### config.mk
export PLATFORM = sky130hd
export DESIGN_NAME = ps2_host_tx
export DESIGN_NICKNAME = d
export VERILOG_FILES = /design/src/rtl/ps2_host_tx.sv
export SDC_FILE = /design/constraint.sdc
export NUM_CORES = 1
export LEC_CHECK = 0
export BUFFER_PORTS_ARGS = -buffer_cell sky130_fd_sc_hd__buf_2
export CORE_MARGIN = 3
export CORE_UTILIZATION = 55
export CTS_BUF_LIST = sky130_fd_sc_hd__clkbuf_8 sky130_fd_sc_hd__clkbuf_16
export DETAILED_ROUTE_END_ITERATION = 10
export GPL_TIMING_DRIVEN = 0
export PLACE_DENSITY_LB_ADDON = 0.12
export REMOVE_ABC_BUFFERS = 1
export SLEW_MARGIN = 15
export SYNTH_ARGS = -nofsm -noshare
export SYNTH_HDL_FRONTEND = slang
export SYNTH_SLANG_ARGS = --single-unit
### constraint.sdc
create_clock -name clk -period 5.7 [get_ports clk]
set_input_delay 1.14 -clock clk [delete_from_list [all_inputs] [get_ports clk]]
set_output_delay 1.14 -clock clk [all_outputs]
set_load 0.005 [all_outputs]
### src/rtl/ps2_host_tx.sv
// Host-to-device PS/2 transmitter: clock inhibit, request-to-send, device-clocked
// 11-bit frame, then the device ACK. Drives the open-drain pair through enables only.
//
// state     | meaning
// ----------+---------------------------------------------------------------
// IDLE      | lines released, waiting for tx_start
// INHIBIT   | PS2Clk held low; start bit driven on the last cycle
// RTS       | release PS2Clk, keep data low, wait for device to clock
// SEND      | shift data bits, parity and stop out on device falling edges
// ACK       | sample the device ACK on the 11th falling edge
// WAIT_IDLE | wait for both lines to return high
// DONE      | one-cycle done pulse with result flags
module ps2_host_tx #(
  parameter int unsigned INHIBIT_CYCLES = 12000,
  parameter int unsigned TIMEOUT_CYCLES = 1500000,
  parameter int unsigned FILTER_LEN     = 4
) (
  input  logic       clk,
  input  logic       rst_n,
  input  logic [7:0] tx_data,
  input  logic       tx_start,
  output logic       busy,
  output logic       done,
  output logic       ack_err,
  output logic       timeout,
  output logic       rx_inhibit,
  input  logic       PS2Clk,
  input  logic       PS2Data,
  output logic       ps2_clk_low,
  output logic       ps2_data_low
);

  localparam int INH_W = $clog2(INHIBIT_CYCLES + 1);
  localparam int TMO_W = $clog2(TIMEOUT_CYCLES + 1);
  localparam int FLT_W = $clog2(FILTER_LEN + 1);

  typedef enum logic [2:0] {
    IDLE, INHIBIT, RTS, SEND, ACK, WAIT_IDLE, DONE
  } state_t;

  state_t state_q, state_d;

  logic [1:0]       clk_sync, data_sync;
  logic             clk_s, data_s;
  logic             clk_filt;
  logic [FLT_W-1:0] flt_cnt;
  logic             fall;

  logic [9:0]       sh;
  logic [3:0]       bit_cnt;
  logic [INH_W-1:0] inh_cnt;
  logic [TMO_W-1:0] tmo_cnt;

  logic clk_low_d, data_low_d;
  logic accept, shift, ack_upd, tmo_set;
  logic inh_tc, tmo_tc, tmo_load;

  assign clk_s  = clk_sync[1];
  assign data_s = data_sync[1];

  // Two-flop synchronisers; idle bus level is high so reset to 1
  always_ff @(posedge clk or negedge rst_n) begin
    if (!rst_n) begin
      clk_sync  <= 2'b11;
      data_sync <= 2'b11;
    end else begin
      clk_sync  <= {clk_sync[0], PS2Clk};
      data_sync <= {data_sync[0], PS2Data};
    end
  end

  // PS2Clk level filter; fall pulses in the cycle the filtered level drops
  always_ff @(posedge clk or negedge rst_n) begin
    if (!rst_n) begin
      clk_filt <= 1'b1;
      flt_cnt  <= '0;
      fall     <= 1'b0;
    end else begin
      fall <= 1'b0;
      if (clk_s != clk_filt) begin
        if (flt_cnt == FLT_W'(FILTER_LEN - 1)) begin
          clk_filt <= clk_s;
          flt_cnt  <= '0;
          fall     <= clk_filt;
        end else begin
          flt_cnt <= flt_cnt + 1'b1;
        end
      end else begin
        flt_cnt <= '0;
      end
    end
  end

  assign inh_tc   = (inh_cnt == '0);
  // A device edge in the same cycle as expiry counts as activity
  assign tmo_tc   = (tmo_cnt == '0) && !fall;
  assign tmo_load = ((state_q == INHIBIT) && inh_tc) || fall;

  // State register
  always_ff @(posedge clk or negedge rst_n) begin
    if (!rst_n) state_q <= IDLE;
    else        state_q <= state_d;
  end

  // Next-state and next line-enable values
  always_comb begin
    state_d    = state_q;
    clk_low_d  = ps2_clk_low;
    data_low_d = ps2_data_low;
    accept     = 1'b0;
    shift      = 1'b0;
    ack_upd    = 1'b0;
    tmo_set    = 1'b0;
    case (state_q)
      IDLE: begin
        if (tx_start) begin
          accept     = 1'b1;
          state_d    = INHIBIT;
          clk_low_d  = 1'b1;
          data_low_d = (INHIBIT_CYCLES <= 1);
        end
      end
      INHIBIT: begin
        clk_low_d  = 1'b1;
        data_low_d = (inh_cnt <= INH_W'(1));
        if (inh_tc) state_d = RTS;
      end
      RTS: begin
        clk_low_d  = 1'b0;
        data_low_d = 1'b1;
        state_d    = SEND;
      end
      SEND: begin
        if (fall) begin
          data_low_d = ~sh[0];
          shift      = 1'b1;
          if (bit_cnt == 4'd9) state_d = ACK;
        end
      end
      ACK: begin
        if (fall) begin
          ack_upd = 1'b1;
          state_d = WAIT_IDLE;
        end
      end
      WAIT_IDLE: begin
        if (clk_filt && data_s) state_d = DONE;
      end
      DONE: begin
        state_d = IDLE;
      end
      default: begin
        state_d = IDLE;
      end
    endcase
    if ((state_q == RTS || state_q == SEND || state_q == ACK || state_q == WAIT_IDLE) && tmo_tc) begin
      state_d    = DONE;
      clk_low_d  = 1'b0;
      data_low_d = 1'b0;
      shift      = 1'b0;
      ack_upd    = 1'b0;
      tmo_set    = 1'b1;
    end
  end

  // Frame shifter, down-counters, result flags and registered line enables
  always_ff @(posedge clk or negedge rst_n) begin
    if (!rst_n) begin
      ps2_clk_low  <= 1'b0;
      ps2_data_low <= 1'b0;
      sh           <= '0;
      bit_cnt      <= '0;
      inh_cnt      <= '0;
      tmo_cnt      <= '0;
      ack_err      <= 1'b0;
      timeout      <= 1'b0;
    end else begin
      ps2_clk_low  <= clk_low_d;
      ps2_data_low <= data_low_d;
      if (accept) begin
        sh      <= {1'b1, ~^tx_data, tx_data};
        bit_cnt <= '0;
        inh_cnt <= INH_W'(INHIBIT_CYCLES - 1);
        ack_err <= 1'b0;
        timeout <= 1'b0;
      end else begin
        if ((state_q == INHIBIT) && !inh_tc) inh_cnt <= inh_cnt - 1'b1;
        if (shift) begin
          sh      <= {1'b0, sh[9:1]};
          bit_cnt <= bit_cnt + 1'b1;
        end
      end
      if (tmo_load)           tmo_cnt <= TMO_W'(TIMEOUT_CYCLES);
      else if (tmo_cnt != '0) tmo_cnt <= tmo_cnt - 1'b1;
      if (ack_upd) ack_err <= data_s;
      if (tmo_set) begin
        timeout <= 1'b1;
        ack_err <= 1'b0;
      end
    end
  end

  assign busy       = (state_q != IDLE) && (state_q != DONE);
  assign done       = (state_q == DONE);
  assign rx_inhibit = busy;

endmodule

---- Word-level counts from Yosys, hierarchy flattened ----
Index checks and enable logic that the tools add are counted.
W data, S select, Z words.
word-level totals
  register bits after elaboration ......... 65
  input port bits ......................... 13
  logic and storage cells ................. 104
  output and inout bits ................... 7
operators by class
  muxes and demuxes ....................... 39
  bitwise logic cells ..................... 1
  equal/unequal tests ..................... 16
  reductions and logical operators ........ 29
  $add $sub $neg .......................... 4
  order comparisons ....................... 1
operator list
  cell                     number
  $mux W21                 2
  $mux W14                 2
  $mux W3                  9
  $logic_not A21 Y1        1
  $reduce_bool A21 Y1      1
  $sub A21 B1 Y21 const B  1
  $mux W10                 2
  $mux W1                  19
  $pmux W3 S6              1
  $ne A3 B2 Y1 const B     5
  $le A14 B1 Y1 const B    1
  $logic_not A14 Y1        1
  $sub A14 B1 Y14 const B  1
  $eq A3 B2 Y1 const B     3
  $eq A3 B3 Y1 const B     3
  $mux W4                  2
  $reduce_bool A2 Y1       4
  $reduce_xnor A8 Y1       1
  $logic_and A1 B1 Y1      6
  $ne A3 B3 Y1 const B     2
  $reduce_and A6 Y1        1
  $reduce_bool A3 Y1       2
  $reduce_bool A5 Y1       1
  $add A4 B1 Y4 const B    1
  13 further kinds         18

---- Logic depth before layout (Yosys ltp) ----
  word-level depth ........................ 8
  gate-level depth with buffers ........... 8
  gate-level depth less buffers ........... 7

---- Worst setup path after synthesis ----
OpenSTA, ideal clock, no wires.
  kind .................................... flip-flop to output port
  start point ............................. reg state_q[0]
  end point ............................... out rx_inhibit
  path slack .............................. 3247 ps
  data required time ...................... 4560 ps
  arrival ................................. 1313 ps
  path buffers ............................ 3
  cell stages (with the launch flop) ...... 5
  path through ............................ dfrtp_1 clkbuf_1 clkbuf_1 or3_1 buf_4
between the ends
  longest elaborated chain between the ends .. 2
  elaborated cells between the ends (all ways) .. 3
  those cells by class .................... 1 x eq/ne; 2 x reduce/logical
ends and longest elaborated chain
  element                                                    RTL line  text
  from (decl)                                                41        state_t state_q, state_d;
  from (signal assigned)                                     102       else state_q <= state_d;
  $ne A3 B3 Y1 / $reduce_bool A3 Y1 (equally long branches)  203       assign busy = (state_q != IDLE) && (state_q != DONE);
  $logic_and A1 B1 Y1 (*)                                    203
  to (decl)                                                  26        output logic rx_inhibit,
Mark *: on every way between the ends. The rest lies on a longest branch, timed or not.

---- Worst setup path in the final report ----
  start point ............................. reg state_q[1]
  end point ............................... out busy
between the ends
  longest elaborated chain between the ends .. 2
  elaborated cells between the ends (all ways) .. 3
  those cells by class .................... 1 x eq/ne; 2 x reduce/logical
ends and longest elaborated chain
  element                                                    RTL line  text
  $ne A3 B3 Y1 / $reduce_bool A3 Y1 (equally long branches)  203
  $logic_and A1 B1 Y1 (*)                                    203
  to (decl)                                                  22        output logic busy,
Marked as above.

==> qor.csv <==
stage;metric;value;unit
run_status;status;completed;
die;die_h;85.18;um
timing;setup_violations;0;
global_routing;overflow;0;
synth;syn_area_per_cell;9.769;um^2
route;drc_errors;0;
die;die_w;85.18;um
worst_setup_path;endpoint_kind;primary output;
synth;syn_inst;353;
die;die-area;7256;um^2
worst_setup_path;crit_type;flop to primary output;
final_layout;instances_no_fill;453;
place;dp_slack;2823;ps
clock_tree;htreeDepth;3;
clock_tree;clk_latency;350;ps
clock_tree;path_clk_slew;80;ps
place;io_buffer_count;19;
route;first_pass_iters;4;
timing;grt_setup_unrepaired;no;
clock_tree;cts_buffers;9;
die;start_util;57.56;%
final_layout;drive_above_1_share;15.08;%
power_and_ir_drop;p_leak;1.626;nW
route;via_count;2609;
power_and_ir_drop;finalPower;1.744;mW
clock_tree;cts_post_setup_buffers_inserted;0;
timing;finalHoldViolations;0;
global_routing;grt_max_degree;45;
final_layout;syn_to_final_growth;11.07;%
route;drt_iter0_drc;125;
worst_setup_path;start_kind;flop;
timing;period_share;49.76;%
global_routing;grt_pass1_vias;2472;
clock_tree;cts_tree;done;
worst_setup_path;crit_arrival;1700;ps
global_routing;grt_pass1_wl;11600;um
timing;drv_slew;0;
power_and_ir_drop;p_per_area;455.3;nW/um^2
route;wl_per_cell;14.74;um
worst_setup_path;path_max_fanout;14;
clock_tree;hold_buffers;0;
worst_setup_path;required;4560;ps
clock_tree;root_buffer;clkbuf_8;
timing;clock_skew;10.19;ps
timing;worstMarginPinSlew;885.8;ps
synth;synth_seq_cells;65;
timing;period_needed;2837;ps
route;routed_wl;6677;um
synth;async_reset_ff_share;100.0;%
synth;yosys_warnings;0;
final_layout;n_fill_cell;521;
place;dp_hpwl;4562;um
die;core;5991;um^2
global_routing;grtUsageTotal;20.28;%
run;maxCapViolations;0;
die;rows;28;
clock_tree;cts.sink_count;65;
global_routing;antenna_found_initial;0;
die;ios;20;
timing;fmax;352.5;MHz
synth;yosys.cell_types.count;56;
place;placed_cells;437;
final_layout;final_common_cell;dfrtp_1;
synth;netlist_area;3448;um^2
route;antenna_left;0;
final_layout;n_antenna_cell;0;
final_layout;final_cell_mix;dfrtp_1 (60), nand2_1 (46), nor2_1 (43);
timing;tns;0;ps
place;gp_congestion;0.7789;
synth;synth-main-ff-cell;dfrtp_1;
synth;synth_edf_count;0;
timing;setup_slack;2863;ps
route;viasPerCell;5.759;
final_layout;nets;395;
synth;synth.yosys.seq_area_share;47.35;%
clock_tree;cts.repair.resized;0;
timing;max_slew_margin;40.79;%
clock_tree;clk_path_buf_depth;2;
power_and_ir_drop;max-vdd-ir-drop;0.0002636;V
worst_hold_path;hp-class;flop to flop;
[worst paths after layout]
check                                             from                      to  slack (ps)  cells past startpoint
worst min register to register   clk_sync[0]$_DFF_PN1_   clk_sync[1]$_DFF_PN1_         350                      0
min in group asynchronous                        rst_n    flt_cnt[2]$_DFF_PN0_         670                      1
worst min-delay path             clk_sync[0]$_DFF_PN1_   clk_sync[1]$_DFF_PN1_         350                      0
worst max register to register  inh_cnt[0]$_DFFE_PN0P_  state_q[2]$_DFFE_PN0P_        3290                      7
max in group asynchronous                        rst_n   clk_sync[0]$_DFF_PN1_        4460                      2
worst max-delay path            state_q[1]$_DFFE_PN0P_                    busy        2860                      3
[cell type report]
| cell class | count | area, um^2 | share of cell area [%] |
|---|---|---|---|
| clock buffer | 9 | 123.9 | 3.234 |
| clock inverter | 7 | 87.58 | 2.287 |
| inverter | 8 | 30.03 | 0.7841 |
| multi-input combinational | 267 | 1732 | 45.21 |
| sequential | 65 | 1633 | 42.63 |
| tap | 75 | 93.84 | 2.450 |
| timing repair buffer | 22 | 130.1 | 3.398 |
[kinds of logic after synthesis]
kind of cell | share of synthesized area, %
adder cells (fa/ha/maj) | 3.266
flip-flops | 47.35
AO/OA/AOI/OAI | 10.27
XOR/XNOR | 7.112
buffers and inverters | 2.612
multiplexers | 2.359
AND/OR/NAND/NOR | 27.03
[synthesized netlist by cell type, types with 4 or more instances]
| cell type | count | share of area, % |
|---|---|---|
| xor2_1 | 7 | 1.8 |
| o21ai_0 | 11 | 1.6 |
| dfstp_2 | 5 | 3.8 |
| nand2_1 | 46 | 5.0 |
| xnor2_1 | 21 | 5.3 |
| nand3_1 | 8 | 1.2 |
| a211oi_1 | 5 | 1.1 |
| nor2b_1 | 6 | 1.1 |
| a22oi_1 | 10 | 2.2 |
| nor2_1 | 43 | 4.7 |
| or3_1 | 6 | 1.1 |
| or4_1 | 4 | 0.87 |
| dfrtp_1 | 60 | 44 |
| inv_1 | 8 | 0.87 |
| nor3_1 | 17 | 2.5 |
| clkbuf_1 | 8 | 0.87 |
| mux2i_1 | 7 | 2.0 |
| ha_1 | 9 | 3.3 |
| a21oi_1 | 9 | 1.3 |
[state kept, by name, indices dropped and copies added (netlist names), 2 cells and up]
signal     cells
clk_sync       2
inh_cnt       14
tmo_cnt       21
bit_cnt        4
flt_cnt        3
state_q        3
data_sync      2
sh            10
[critical path, cell delays in order, from the launching register on]
cell,delay [ps]
dfrtp_1,610
nor2b_1,450
or3_1,180
buf_2,110
[power by group]
part | switching, mW | leakage [nW] | internal, mW | total (mW)
clock network | 0.186 | 0.108 | 0.242 | 0.428
registers | 0.174 | 0.773 | 0.605 | 0.778
logic | 0.292 | 0.745 | 0.244 | 0.537
total | 0.652 | 1.63 | 1.09 | 1.74
[metal layers]
layer	GRT usage, %	wire length (um)	vias to the layer above
met2	29.80	2996	45
met3	5.825	279	9
li1	-	-	1299
met1	28.82	3309	1256
met5	0	0	-
met4	7.050	91	0
[per-stage QoR]
stage	util [%]	instance area, um^2	hold WS, ps
floorplan	-	3388	345.2
global placement	59.71	3577	346.1
detailed placement	60.40	3618	350.9
CTS	63.93	3830	356.0
global route	63.93	3830	359.0
finish	63.93	3830	354.7
Note: power is estimated with default switching activity, not from simulation.
